[config.mk]
export PLATFORM = sky130hd
export DESIGN_NAME = alu_driver
export DESIGN_NICKNAME = d
export VERILOG_FILES = /design/src/rtl/alu_driver.sv
export SDC_FILE = /design/constraint.sdc
export NUM_CORES = 1
export LEC_CHECK = 0
export CAP_MARGIN = 30
export CORE_MARGIN = 3
export CORE_UTILIZATION = 45
export CTS_BUF_LIST = sky130_fd_sc_hd__clkbuf_4 sky130_fd_sc_hd__clkbuf_8
export DETAILED_ROUTE_END_ITERATION = 10
export GPL_ROUTABILITY_DRIVEN = 0
export PLACE_DENSITY = 0.71
export SYNTH_ARGS = -nofsm -noshare
export SYNTH_HDL_FRONTEND = slang
export SYNTH_SLANG_ARGS = --single-unit
[constraint.sdc]
create_clock -name clk -period 9.9 [get_ports clk]
set_clock_uncertainty 0.15 [all_clocks]
set_input_delay 2.475 -clock clk [delete_from_list [all_inputs] [get_ports clk]]
set_output_delay 2.475 -clock clk [all_outputs]
set_load 0.005 [all_outputs]
[src/rtl/alu_driver.sv]
// Command front end for the combinational ALU: registered issue stage, result capture and tagged response FIFO.
// Optional sticky carry/overflow accumulator is built when ALU_DRV_STICKY_EN is defined.
module alu_driver #(
  parameter int TAG_W = 4,
  parameter int DEPTH = 4
) (
  input  logic                       clk,
  input  logic                       rst_n,
  input  logic                       cmd_valid,
  output logic                       cmd_ready,
  input  logic [2:0]                 cmd_op,
  input  logic [31:0]                cmd_a,
  input  logic [31:0]                cmd_b,
  input  logic [TAG_W-1:0]           cmd_tag,
  output logic [2:0]                 alu_op,
  output logic [31:0]                alu_a,
  output logic [31:0]                alu_b,
  input  logic [31:0]                alu_y,
  input  logic                       alu_z,
  input  logic                       alu_n,
  input  logic                       alu_c,
  input  logic                       alu_v,
`ifdef ALU_DRV_STICKY_EN
  input  logic                       sticky_clr,
  output logic [1:0]                 sticky_cv,
`endif
  output logic                       rsp_valid,
  input  logic                       rsp_ready,
  output logic [31:0]                rsp_y,
  output logic [3:0]                 rsp_flags,
  output logic [TAG_W-1:0]           rsp_tag,
  output logic                       rsp_illegal,
  output logic [$clog2(DEPTH+1)-1:0] count
);

  localparam int PW = $clog2(DEPTH);
  localparam int CW = $clog2(DEPTH+1);
  localparam int EW = 32 + 4 + TAG_W + 1;

  logic             iss_valid_q, iss_valid_d;
  logic [2:0]       iss_op_q, iss_op_d;
  logic [31:0]      iss_a_q, iss_a_d;
  logic [31:0]      iss_b_q, iss_b_d;
  logic [TAG_W-1:0] iss_tag_q, iss_tag_d;
  logic             cmd_ready_q, cmd_ready_d;
  logic             rsp_valid_q, rsp_valid_d;
  logic [PW-1:0]    wr_ptr_q, wr_ptr_d;
  logic [PW-1:0]    rd_ptr_q, rd_ptr_d;
  logic [CW-1:0]    count_q, count_d;
  logic [EW-1:0]    head_q, head_d;
  logic [EW-1:0]    mem_q [DEPTH];

  logic          accept;
  logic          push;
  logic          pop;
  logic          illegal;
  logic [EW-1:0] push_data;

  assign accept    = cmd_valid & cmd_ready_q;
  assign push      = iss_valid_q;
  assign pop       = rsp_valid_q & rsp_ready;
  assign illegal   = iss_op_q[2] & iss_op_q[1];
  assign push_data = {alu_y, alu_z, alu_n, alu_c, alu_v, iss_tag_q, illegal};

  always_comb begin
    iss_valid_d = accept;
    iss_op_d    = accept ? cmd_op  : iss_op_q;
    iss_a_d     = accept ? cmd_a   : iss_a_q;
    iss_b_d     = accept ? cmd_b   : iss_b_q;
    iss_tag_d   = accept ? cmd_tag : iss_tag_q;

    wr_ptr_d = wr_ptr_q + PW'(push);
    rd_ptr_d = rd_ptr_q + PW'(pop);
    count_d  = count_q + CW'(push) - CW'(pop);

    // Reserve a slot for the command that would be in the issue stage next cycle.
    cmd_ready_d = ({1'b0, count_d} + {{CW{1'b0}}, iss_valid_d}) < (CW+1)'(DEPTH);
    rsp_valid_d = (count_d != '0);

    // Head register: when the new head slot is being written this edge, forward the capture.
    head_d = head_q;
    if (rsp_valid_d) begin
      if (push && (rd_ptr_d == wr_ptr_q)) head_d = push_data;
      else                                head_d = mem_q[rd_ptr_d];
    end
  end

  always_ff @(posedge clk or negedge rst_n) begin
    if (!rst_n) begin
      iss_valid_q <= 1'b0;
      iss_op_q    <= '0;
      iss_a_q     <= '0;
      iss_b_q     <= '0;
      iss_tag_q   <= '0;
      cmd_ready_q <= 1'b0;
      rsp_valid_q <= 1'b0;
      wr_ptr_q    <= '0;
      rd_ptr_q    <= '0;
      count_q     <= '0;
      head_q      <= '0;
    end else begin
      iss_valid_q <= iss_valid_d;
      iss_op_q    <= iss_op_d;
      iss_a_q     <= iss_a_d;
      iss_b_q     <= iss_b_d;
      iss_tag_q   <= iss_tag_d;
      cmd_ready_q <= cmd_ready_d;
      rsp_valid_q <= rsp_valid_d;
      wr_ptr_q    <= wr_ptr_d;
      rd_ptr_q    <= rd_ptr_d;
      count_q     <= count_d;
      head_q      <= head_d;
    end
  end

  always_ff @(posedge clk) begin
    if (push) mem_q[wr_ptr_q] <= push_data;
  end

`ifdef ALU_DRV_STICKY_EN
  logic [1:0] sticky_cv_q, sticky_cv_d;

  always_comb begin
    sticky_cv_d = sticky_clr ? 2'b00 : sticky_cv_q;
    if (push && !illegal) sticky_cv_d = sticky_cv_d | {alu_c, alu_v};
  end

  always_ff @(posedge clk or negedge rst_n) begin
    if (!rst_n) sticky_cv_q <= 2'b00;
    else        sticky_cv_q <= sticky_cv_d;
  end

  assign sticky_cv = sticky_cv_q;
`endif

  assign cmd_ready   = cmd_ready_q;
  assign alu_op      = iss_op_q;
  assign alu_a       = iss_a_q;
  assign alu_b       = iss_b_q;
  assign rsp_valid   = rsp_valid_q;
  assign rsp_y       = head_q[EW-1 -: 32];
  assign rsp_flags   = head_q[TAG_W+1 +: 4];
  assign rsp_tag     = head_q[1 +: TAG_W];
  assign rsp_illegal = head_q[0];
  assign count       = count_q;

endmodule

== After elaboration in Yosys (flattened, before gate mapping) ==
Memory sizes are Yosys's and may differ from the RTL's. A register that Yosys moved wholly into a read port is not among the register bits.
Index checks and enable logic that the tools add are counted.

* RAM bits: 164
* Register bits: 81
* Latch bits: 0
* Bits of input ports: 111
* Bits in read-only memories: 0
* Memories: 1

* Equality and inequality tests: 0
* Order comparisons: 1
* Add/subtract/negate cells: 5
* Divide/modulo/power cells: 0
* Shifts and indexed selects: 0
* Reduce and logical (&&, ||, !) cells: 2
* Multipliers: 0
* Multiplexer cells: 2
* Bitwise logic cells: 3

{| class="wikitable"
|+ Memory list
! memory !! depth !! width !! rd ports !! clocked after memory_dff !! write ports !! line !! source
|-
| mem_q || 4 || 41 || 1 || 1 || 1 || 51 || <nowiki>logic [EW-1:0] mem_q [DEPTH];</nowiki>
|}

{| class="wikitable"
|+ Operator list
! cell !! number
|-
| $add A2 B1 Y2 || 2
|-
| $add A3 B1 Y4 || 1
|-
| $lt A4 B3 Y1 const B || 1
|-
| $add A3 B1 Y3 || 1
|-
| $and A1 B1 Y1 || 3
|-
| $reduce_bool A3 Y1 || 1
|-
| $sub A3 B1 Y3 || 1
|-
| $mux W1 || 2
|-
| $logic_not A1 Y1 || 1
|}

== Longest topological paths before layout ==
Gate-level depths: netlist (run 1).

* Depth after elaboration: 4
* Gate-level depth with buffers: 11
* Mapped depth without buffers: 9

== Least setup slack after synthesis (run 1) ==
Ideal clock, no wire load.

* Path kind: input to register
* Start: input port rsp_ready
* End: register head_q[38], read port of mem_q
* Arrival time: 4.375 ns
* Data required time: 9.621 ns
* Stages on the path: 11
* Buffers on the path: 2
* Setup slack: 5.246 ns
* Cell sequence: and2_1 > ha_1 > inv_1 > ha_1 > fa_1 > xnor3_1 > or3_1 > buf_6 > buf_6 > nor2_1 > a31oi_1

* Longest elaborated chain between the ends: 3
* Elaborated cells on any way between the ends: 4

{| class="wikitable"
|+ RTL lines
! what !! line !! source
|-
| start: declaration || 28 || <nowiki>input logic rsp_ready,</nowiki>
|-
| $and A1 B1 Y1 || 61 || <nowiki>assign pop = rsp_valid_q & rsp_ready;</nowiki>
|-
| $sub A3 B1 Y3 || 74 || <nowiki>count_d = count_q + CW'(push) - CW'(pop);</nowiki>
|-
| named net count_d[2] || 49 || <nowiki>logic [CW-1:0] count_q, count_d;</nowiki>
|-
| $reduce_bool A3 Y1 || 78 || <nowiki>rsp_valid_d = (count_d != '0);</nowiki>
|-
| end: declaration || 50 || <nowiki>logic [EW-1:0] head_q, head_d;</nowiki>
|}

The timed path passes the listed nets, and every way through them passes these cells.
A chain may end at the register's enable or synchronous reset.

== Worst setup path in the final report (run 1) ==
* Start: input port rsp_ready
* End: register head_q[9], read port of mem_q

* Elaborated cells on any way between the ends: 4

{| class="wikitable"
|+ RTL lines
! what !! line !! source
|-
| $and A1 B1 Y1 || 61 ||
|-
| $add A2 B1 Y2 || 73 || <nowiki>rd_ptr_d = rd_ptr_q + PW'(pop);</nowiki>
|-
| named net rd_ptr_d[0] || 48 || <nowiki>logic [PW-1:0] rd_ptr_q, rd_ptr_d;</nowiki>
|}

The timed path passes the listed nets, and every way through them passes these cells.

==> results of run 1 <==
-- kinds of logic (layout without fill, tap and decap cells) --
logic type	count (synthesis)	in the layout	synth area share, %
AOI/OAI and AO/OA	43	43	2.486
xor gates and xnor gates	5	5	0.6559
adders and majority gates	5	5	0.6444
buffers and inverters	39	325	2.186
DFF	286	286	73.37
muxes	113	113	15.83
and+or+nand+nor	134	134	4.822
-- flip-flops by register name, summed over array words and instances (netlist names) --
| name | count |
|---|---|
| mem_q | 164 |
| head_q | 41 |
| alu_a | 32 |
| alu_b | 32 |
| iss_tag_q | 4 |
| alu_op | 3 |
| count | 3 |
| rd_ptr_q | 2 |
| wr_ptr_q | 2 |
| cmd_ready | 1 |
| iss_valid_q | 1 |
| rsp_valid | 1 |
-- cell usage in the layout (no fill, tap or decap), types with 2 or more instances in the layout --
master             n
clkdlybuf4s50_1  222
clkbuf_8          56
nor2_1            41
a31oi_1           42
buf_4              7
inv_1              4
clkinv_1          10
buf_6              2
and2_1             2
xnor3_1            2
edfxtp_1         164
mux4_2            40
nand2_1           83
and3_2             2
mux2_2            72
dfrtp_1          122
clkinv_2           4
ha_1               3
clkbuf_4          16
buf_16             2
-- layer usage --
layer / vias to the layer above / track usage (%)
met1: 3110 / 23.22
met2: 233 / 29.83
li1: 2841 / -
met5: - / 0
met3: 32 / 7.592
met4: 0 / 4.810
-- layout make-up --
type,instances,area (sq um),area share [%]
Sequential cell,286,7978,55.30
Multi-Input combinational cell,300,2718,18.84
Timing Repair Buffer,233,2352,16.31
Clock buffer,72,890.9,6.175
Tap cell,319,399.1,2.767
Clock inverter,16,73.82,0.5117
Inverter,4,15.01,0.1041
-- final timing paths --
check	from	end	slack [ns]	depth (start not counted)
worst max-delay path	rsp_ready	head_q[9]	4.88	7
worst min register to register	alu_a[28]	alu_a[28]	0.35	1
worst min-delay path	alu_a[28]	alu_a[28]	0.35	1
max in group asynchronous	rst_n	alu_b[18]	6.57	2
min in group asynchronous	rst_n	head_q[14]	1.79	1
worst max register to register	rsp_valid	head_q[9]	6.81	6
-- power groups by stage --
stage	sequential [W]	clock, W	combinational, W
final	0.00184	0.00103	0.00179
after global routing	0.00188	0.00112	0.00197
after CTS	0.00185	0.00106	0.00183
after detailed placement	0.00186	0	0.00181
after global placement	0.00185	0	0.00179
after floorplan	0.00185	0	0.00106
-- metrics by stage --
step | power [W] | utilization, % | hold WS, ns | instances
2_1_floorplan | 0.002907 | - | 0.3220 | 625
3_3_place_gp | 0.003638 | 56.73 | 0.3386 | 1139
3_5_place_dp | 0.003680 | 56.89 | 0.3456 | 1141
4_1_cts | 0.004731 | 60.98 | 0.3578 | 1229
5_1_grt | 0.004979 | 61.10 | 0.3702 | 1230
6_report | 0.004652 | 61.10 | 0.3539 | 1230
==> reports/metrics.cfg, run 1 <==
[worst_setup_path]
start_kind=input pin
cp_cell_sequence=clkdlybuf4s50_1, and2_1, ha_4, xnor2_1, and3_2, nand2_1, a31oi_1
required_ns=10.20
max_stage_delay_ns=0.87
crit_path_top_delay_cell=ha_4
end_kind=register
crit_arrival_ns=5.32
crit_fanout=44
critical_path_buf_inv_count=1
cp_top_family=simple AND/OR/NAND/NOR gates
critical_path_class=in2reg

[yosys]
synth_flop_cell=edfxtp_1
syn_inst=625
yosysTopAreaCellShare_pct=45.29
synthMostInstantiatedCell=edfxtp_1
synth_seq_cells=286
syn_avg_cell_area_sq_um=17.40
synth_nets=741
yosys_warnings=0
synth_cell_types=26
ys_async_sr_fraction_pct=42.66
synth_area_sq_um=10870
yosysSeqAreaShare_pct=73.37
synth_area_leaders=edfxtp_1 (45%), dfrtp_1 (28%), mux4_2 (8.3%), mux2_2 (7.5%), nand2_1 (2.9%)
synth_top_area_cell=edfxtp_1
ys_top_cells_by_count=edfxtp_1 (164), dfrtp_1 (122), nand2_1 (83), mux2_2 (72)
synth_edf_count=164

[detailed_routing]
wl_met3_um=2416
route.met2.wl_um=11380
dr.pass1.iters=4
routedWlPerCell_um=19.16
drt_first_iter_violations=372
vias=6216
vias_per_cell=5.054
postRouteAntennaNets=0
wirelength_um=23560
drt-met1-wl_um=9391
drcViolationCount=0
highest_layer=met4

[placed_design]
dp_slack_ns=4.249
place_hpwl_um=14690
place_area_sq_um=13430
portBuffers=223

[global_route]
grt_pass1_wl_um=37490
grt_usage_pct=18.42
grt_pass1_vias=6718
grt_overflow=0
antenna_found_initial=0
grt_max_degree=84

[final_layout]
nets=989
fillers=1815
fin_area_sq_um=14430
diodes=0
area_growth_pct=32.68
drive_above_1_share_pct=23.16

[floorplan]
initial_utilization_pct=46.05
fp-row-count=56
dieHeight_um=161.4
design.die.area_sq_um=26060
core_area_sq_um=23610
ios=224
fp.dieW_um=161.4

[timing]
rsz0062_at_grt=no
min_period_over_period_pct=50.67
period_minus_slack_ns=5.016
drv_slew=0
finalSetupViolCount=0
final_hold_viol_count=0
relSlewSlack_pct=41.02
worstMarginPinSlew_ns=0.8847
finalWorstSetupSlack_ns=4.884
fin_tns_setup_ns=0
max_freq_mhz=199.4

[clock_tree]
post_cts_buffers=0
cts_made_buffers=48
path_clk_slew_ns=0.06
cts_sinks=286
clk_latency_ns=0.54
htree_levels=2
cts_buffer_depth=3
cts_tree=yes
cts_hold_buffers=0
cts_root_buf=clkbuf_8
cts_resized=0

[hold_path]
hold_path.class=reg2reg

[power_and_ir_drop]
p_comb_share_pct=38.4
netSwitchingFraction_pct=30.13
powerDensity_nw_per_um2=322.5
p_sw_w=0.001402
clock_power_share_pct=22.0
ir_drop_mv=0.2294
seq_power_share_pct=39.5
p_int_w=0.003251
leakagePower_nw=5.363

[run_status]
status=completed

[flow_run]
max_cap_viol_count=0

Note: power is estimated with default switching activity, not from simulation.
==> run 2, diff against run 1 <==
Settings changed: PLACE_DENSITY 0.71 to 0.73.
Clock period 9.9 ns to 4.1 ns, I/O delays scaled along.
==> run 2 against run 1 <==
  * Sequential share of layout area down 0.13 points
  * First-iteration DRC count down 20%
  * Via count up 0.98%
  * Worst setup slack got worse by 4.2 ns
  * Design area is 0.23% higher
  * Routed wire length fell by 0.46%
  * Worst hold slack improved by 0.0020 ns
  * Utilization rose by 0.14 points
  * Register-to-register slack got worse by 5.6 ns
  * Combinational power rose by 140%
  * Largest power group unchanged
  * Highest routed layer unchanged
==> reports/metrics.cfg, run 2 (synthesis gave the netlist of run 1 again) <==
[detailed_routing]
vias=6277  ; +0.98%
postRouteAntennaNets=0  ; unchanged
wirelength_um=23450  ; -0.46%
vias_per_cell=5.099  ; +0.90%
routedWlPerCell_um=19.05  ; -0.54%
drcViolationCount=0  ; unchanged
drt_first_iter_violations=298  ; -20%
dr.pass1.iters=4  ; unchanged

[flow_run]
max_cap_viol_count=0  ; unchanged

[global_route]
grt_usage_pct=18.30  ; -0.13 points
grt_max_degree=84  ; unchanged
grt_overflow=0  ; unchanged
grt_pass1_vias=6849  ; +1.9%
grt_pass1_wl_um=37180  ; -0.85%
antenna_found_initial=0  ; unchanged

[final_layout]
nets=993  ; +0.40%
drive_above_1_share_pct=24.12  ; +0.96 points
layout_commonest_cell=clkdlybuf4s50_1
diodes=0  ; unchanged
regMostFlops=mem_q
fin_util_pct=61.24  ; +0.14 points
area_growth_pct=32.99
fin_area_sq_um=14460  ; +0.23%
top_regs=mem_q x164, head_q x41
final_cell_mix=clkdlybuf4s50_1 (222), edfxtp_1 (164), dfrtp_1 (122)
fin_cells=1231  ; +0.081%
largest_register_ffs=164  ; unchanged

[worst_setup_path]
critical_path_class=in2reg
crit_fanout=83  ; +89%
start_kind=input pin
crit_arrival_ns=3.64  ; -1.68 ns
r2r_setup_slack_ns=1.17  ; -5.64 ns
reg2reg_depth=10  ; +4
end_kind=register
required_ns=4.34  ; -5.86 ns
regToRegStartpoint=iss_valid_q
critPathLaunch=rsp_ready
endpoint=head_q[19]
worstReg2RegEnd=head_q[19]

[power_and_ir_drop]
powerDensity_nw_per_um2=778.2  ; +140%
ir_drop_mv=0.4983  ; +120%
leakagePower_nw=5.399  ; +0.67%

[floorplan]
ios=224  ; unchanged
initial_utilization_pct=46.05  ; unchanged
fp.dieW_um=161.4  ; unchanged
core_area_sq_um=23610  ; unchanged
design.die.area_sq_um=26060  ; unchanged
dieHeight_um=161.4  ; unchanged
fp-row-count=56  ; unchanged

[placed_design]
dp.cells=1148  ; +0.61%
place_area_sq_um=13520  ; +0.63%
portBuffers=223  ; unchanged
place_hpwl_um=14760  ; +0.47%
dp_slack_ns=0.1577  ; -4.092 ns

[clock_tree]
cts_sinks=286  ; unchanged
cts_hold_buffers=0  ; unchanged
post_cts_buffers=0  ; unchanged
htree_levels=2  ; unchanged
path_clk_slew_ns=0.06  ; about the same
cts_resized=0  ; unchanged
cts_tree=yes
cts_root_buf=clkbuf_8
cts_buffer_depth=3  ; unchanged
clk_latency_ns=0.54  ; about the same
cts_made_buffers=46  ; -4.2%

[hold_path]
hold_path.class=reg2reg

[timing]
rsz0062_at_grt=no
period_minus_slack_ns=3.392
finalWorstSetupSlack_ns=0.7084  ; -4.175 ns
min_period_over_period_pct=82.72
fin_tns_setup_ns=0  ; unchanged
final_hold_viol_count=0  ; unchanged
drv_slew=0  ; unchanged
max_freq_mhz=294.8
worstMarginPinSlew_ns=0.8215  ; -0.06318 ns
relSlewSlack_pct=45.10  ; +4.1 points
finalSetupViolCount=0  ; unchanged

[run_status]
status=completed

==> run 2: cell count changes in the layout (fill, tap and decap cells not counted), moves of 2 or more <==
| cell | before | now |
|---|---|---|
| clkbuf_8 | 56 | 53 |
| clkinv_1 | 10 | 2 |
| clkbuf_4 | 16 | 24 |
| buf_12 | 0 | 4 |
| buf_4 | 7 | 12 |
| buf_16 | 2 | 0 |
==> run 2: worst min path at each step <==
| stage | startpoint | endpoint | slack (ns) | cells after the start |
|---|---|---|---|---|
| detailed placement | alu_a[28] | alu_a[28] | 0.35 | 1 |
| global route | alu_b[1] | alu_b[1] | 0.38 | 1 |
| finish | alu_a[3] | alu_a[3] | 0.36 | 1 |
| global placement | alu_a[11] | alu_a[11] | 0.34 | 1 |
| CTS | alu_a[3] | alu_a[3] | 0.36 | 1 |
| floorplan | rd_ptr_q[0] | rd_ptr_q[0] | 0.32 | 1 |
==> run 2: per-stage QoR <==
| stage | power (W) | hold slack, ns |
|---|---|---|
| floorplan | 0.007018 | 0.3220 |
| global placement | 0.008860 | 0.3387 |
| detailed placement | 0.008957 | 0.3450 |
| CTS | 0.01145 | 0.3572 |
| global route | 0.01203 | 0.3772 |
| finish | 0.01125 | 0.3559 |
==> run 2: per-layer routing <==
layer	vias to the layer above	routed length [um]	global-route usage (%)	share of wire [%]
met3	36	2583	7.387	11
met4	0	440	5.436	1.9
li1	2853	-	-	-
met5	-	0	0	0
met2	276	11280	29.91	48
met1	3112	9151	22.61	39
==> run 2: power breakdown <==
part           switching, W  internal, W  total [W]
sequential         0.000438      0.00400    0.00444
clock               0.00105      0.00139    0.00244
combinational       0.00186      0.00251    0.00437
==> run 2: cell type report <==
| class | instances | area (sq um) |
|---|---|---|
| sequential | 286 | 7978 |
| tap | 319 | 399.1 |
| inverter | 4 | 15.01 |
| fill | 1777 | 9153 |
| clock inverter | 6 | 31.28 |
| clock buffer | 77 | 909.6 |
| multi-input combinational | 300 | 2724 |
| timing repair buffer | 239 | 2404 |
==> run 2: worst max-delay path: stages <==
cell and delay, ns:
clkdlybuf4s50_1 0.39, and2_1 0.18, ha_1 0.28, inv_1 0.04, ha_1 0.18, fa_1 0.37, xnor3_1 0.22, or3_2 0.46
buf_12 0.23, nor2_1 0.16, a31oi_1 0.06
==> RTL edit, RTL diff (flow settings as in run 2) <==
Put a register stage on the output `rsp_flags`, with the module's reset. The value now appears one clock later. The other outputs are not delayed to match.
--- a/src/rtl/alu_driver.sv
+++ b/src/rtl/alu_driver.sv
@@ -139,7 +139,13 @@
   assign alu_b       = iss_b_q;
   assign rsp_valid   = rsp_valid_q;
   assign rsp_y       = head_q[EW-1 -: 32];
-  assign rsp_flags   = head_q[TAG_W+1 +: 4];
+  always_ff @(posedge clk or negedge rst_n) begin
+    if (!rst_n) begin
+      rsp_flags <= '0;
+    end else begin
+      rsp_flags <= head_q[TAG_W+1 +: 4];
+    end
+  end
   assign rsp_tag     = head_q[1 +: TAG_W];
   assign rsp_illegal = head_q[0];
   assign count       = count_q;
Check against the original RTL: not equivalent (Yosys sat finds a counterexample within 4 cycles, from zero or initial values and one cycle with rst_n low).
==> RTL edit against run 2 <==
Setup slack improved by 100 ps; synthesized area grew 3.4%; final area rose by 1.8%; total power rose by 4.7%; sequential cell count up 4; wire length grew 7.0%; cell count up 1.2%; largest power group unchanged; maximum frequency rose by 3.1%.
==> RTL edit: results (changes against run 2) <==
Yosys
  • Syn nets: 781 (+5.4%)
  • Register area share after synthesis: 71.83% (-1.5 points)
  • Post-synthesis xor/xnor area fraction: 0.6342% (-0.022 points)
  • Flops & latches, synth: 290 (+1.4%)
  • Synthesized-area fraction occupied by adder cells: 0.6231% (-0.021 points)
  • Top cells by area, synth: edfxtp_1 44%, dfrtp_1 28%, mux4_2 8.0%, mux2_2 7.2%, nand2_1 2.8%
  • Syn Area/Cell: 16.91 sq um (-2.8%)
  • Mux cell area share after synthesis: 15.31% (-0.52 points)
  • Synth cell types: 25 (-3.8%)
  • Post-synth top cells: 164 x edfxtp_1, 126 x dfrtp_1, 83 x nand2_1
  • Post-synthesis compound-gate area fraction: 2.403% (-0.082 points)
  • Async S/R FF share, synth: 43.45% (+0.79 points)

Clocking
  • Setup bufs post-CTS: 0 (unchanged)
  • Max Root-Sink Buffers: 3 (unchanged)
  • CTS Buf Count: 48 (+4.3%)

Power
  • Sequential share of power: 38.4% (-1.0 points)
  • Leakage: 0.005504 uW (+1.9%)
  • Clock group power: 2780 uW (+14%)
  • Sw frac: 29.88% (+0.11 points)
  • Design Power: 11780 uW (+4.7%)
  • Peak VDD IR: 489.6 uV (-1.7%)

Global route
  • Vias in the first global route: 6699 (-2.2%)
  • Initial antenna violation count: 0 (unchanged)
  • Global-route wire length before repair: 38620 um (+3.9%)
  • Grt met1 use: 24.60% (+2.0 points)
  • Global-route usage over all layers: 18.72% (+0.43 points)
  • Met3 usage: 3.581% (-3.8 points)
  • Met2 GRT Util: 31.47% (+1.6 points)
  • Largest net degree at the start of global routing: 84 (unchanged)

Routing
  • DRT iter0 DRCs: 410 (+38%)
  • DR WL met3: 1101 um (-57%)
  • DRT met1 WL: 10260 um (+12%)
  • Post-DR vias/cell: 5.042 (-1.1%)
  • DR WL/cell: 20.14 um (+5.7%)
  • Met2 WL: 13130 um (+16%)

Cells and area
  • Final non-clock buffer share: 16.46% (-0.16 points)
  • Clock buf/inv share: 7.292% (+0.79 points)
  • Sequential share of cell area: 54.87% (-0.30 points)
  • CLK BUF: 69 (-10%)
  • Layout cells sized above 1: 24.40% (+0.28 points)
  • Biggest regs: mem_q x164, head_q x41
  • Multi-input gate area: 2726 sq um (about the same)
  • Nets: 1000 (+0.70%)
  • Fill count: 1815 (+2.1%)
  • Nonclk buf count: 240 (+0.42%)

Worst setup path
  • CP max-delay cell: clkdlybuf4s50_1
  • Cell family with most CP delay: adder cells
  • Critical Path AT: 3530 ps (-110 ps)
  • Max incr delay on CP: 390 ps (-70 ps)

Hold path
  • HP Class: reg -> reg

Place
  • DP Worst Slack: 278.3 ps (+120.6 ps)
  • Placed cell areas: 13650 sq um (+0.95%)
  • HPWL Detailed: 15830 um (+7.2%)
  • Port Buf Inserts: 223 (unchanged)

Timing
  • Relative slew slack: 48.04% (+2.9 points)

Outcome
  • Status: finished, final reports clean
-- RTL edit: changes by cell type in the layout (fill, tap and decap cells not counted), sizes merged --
cell             run 2  this run
clkinv               5        11
inv                  5         4
buf                 17        18
clkinvlp             0         3
dfrtp              122       126
clkbuf              77        69
bufinv               0         5
-- RTL edit: worst paths after layout --
path	from	end	slack (ps)	cells after the start
min	head_q[8]	rsp_flags[3]	250	0
min reg2reg	head_q[8]	rsp_flags[3]	250	0
min in group asynchronous	rst_n	alu_a[11]	380	1
max reg2reg	iss_valid_q	head_q[31]	1270	10
max	rsp_ready	head_q[31]	810	11
max in group asynchronous	rst_n	alu_a[8]	2650	2
-- RTL edit: stage by stage --
step                std cells  utilization, %
floorplan                 665               -
global placement         1158           55.79
detailed placement       1158           55.79
CTS                      1246           60.18
global route             1246           60.18
finish                   1246           60.18
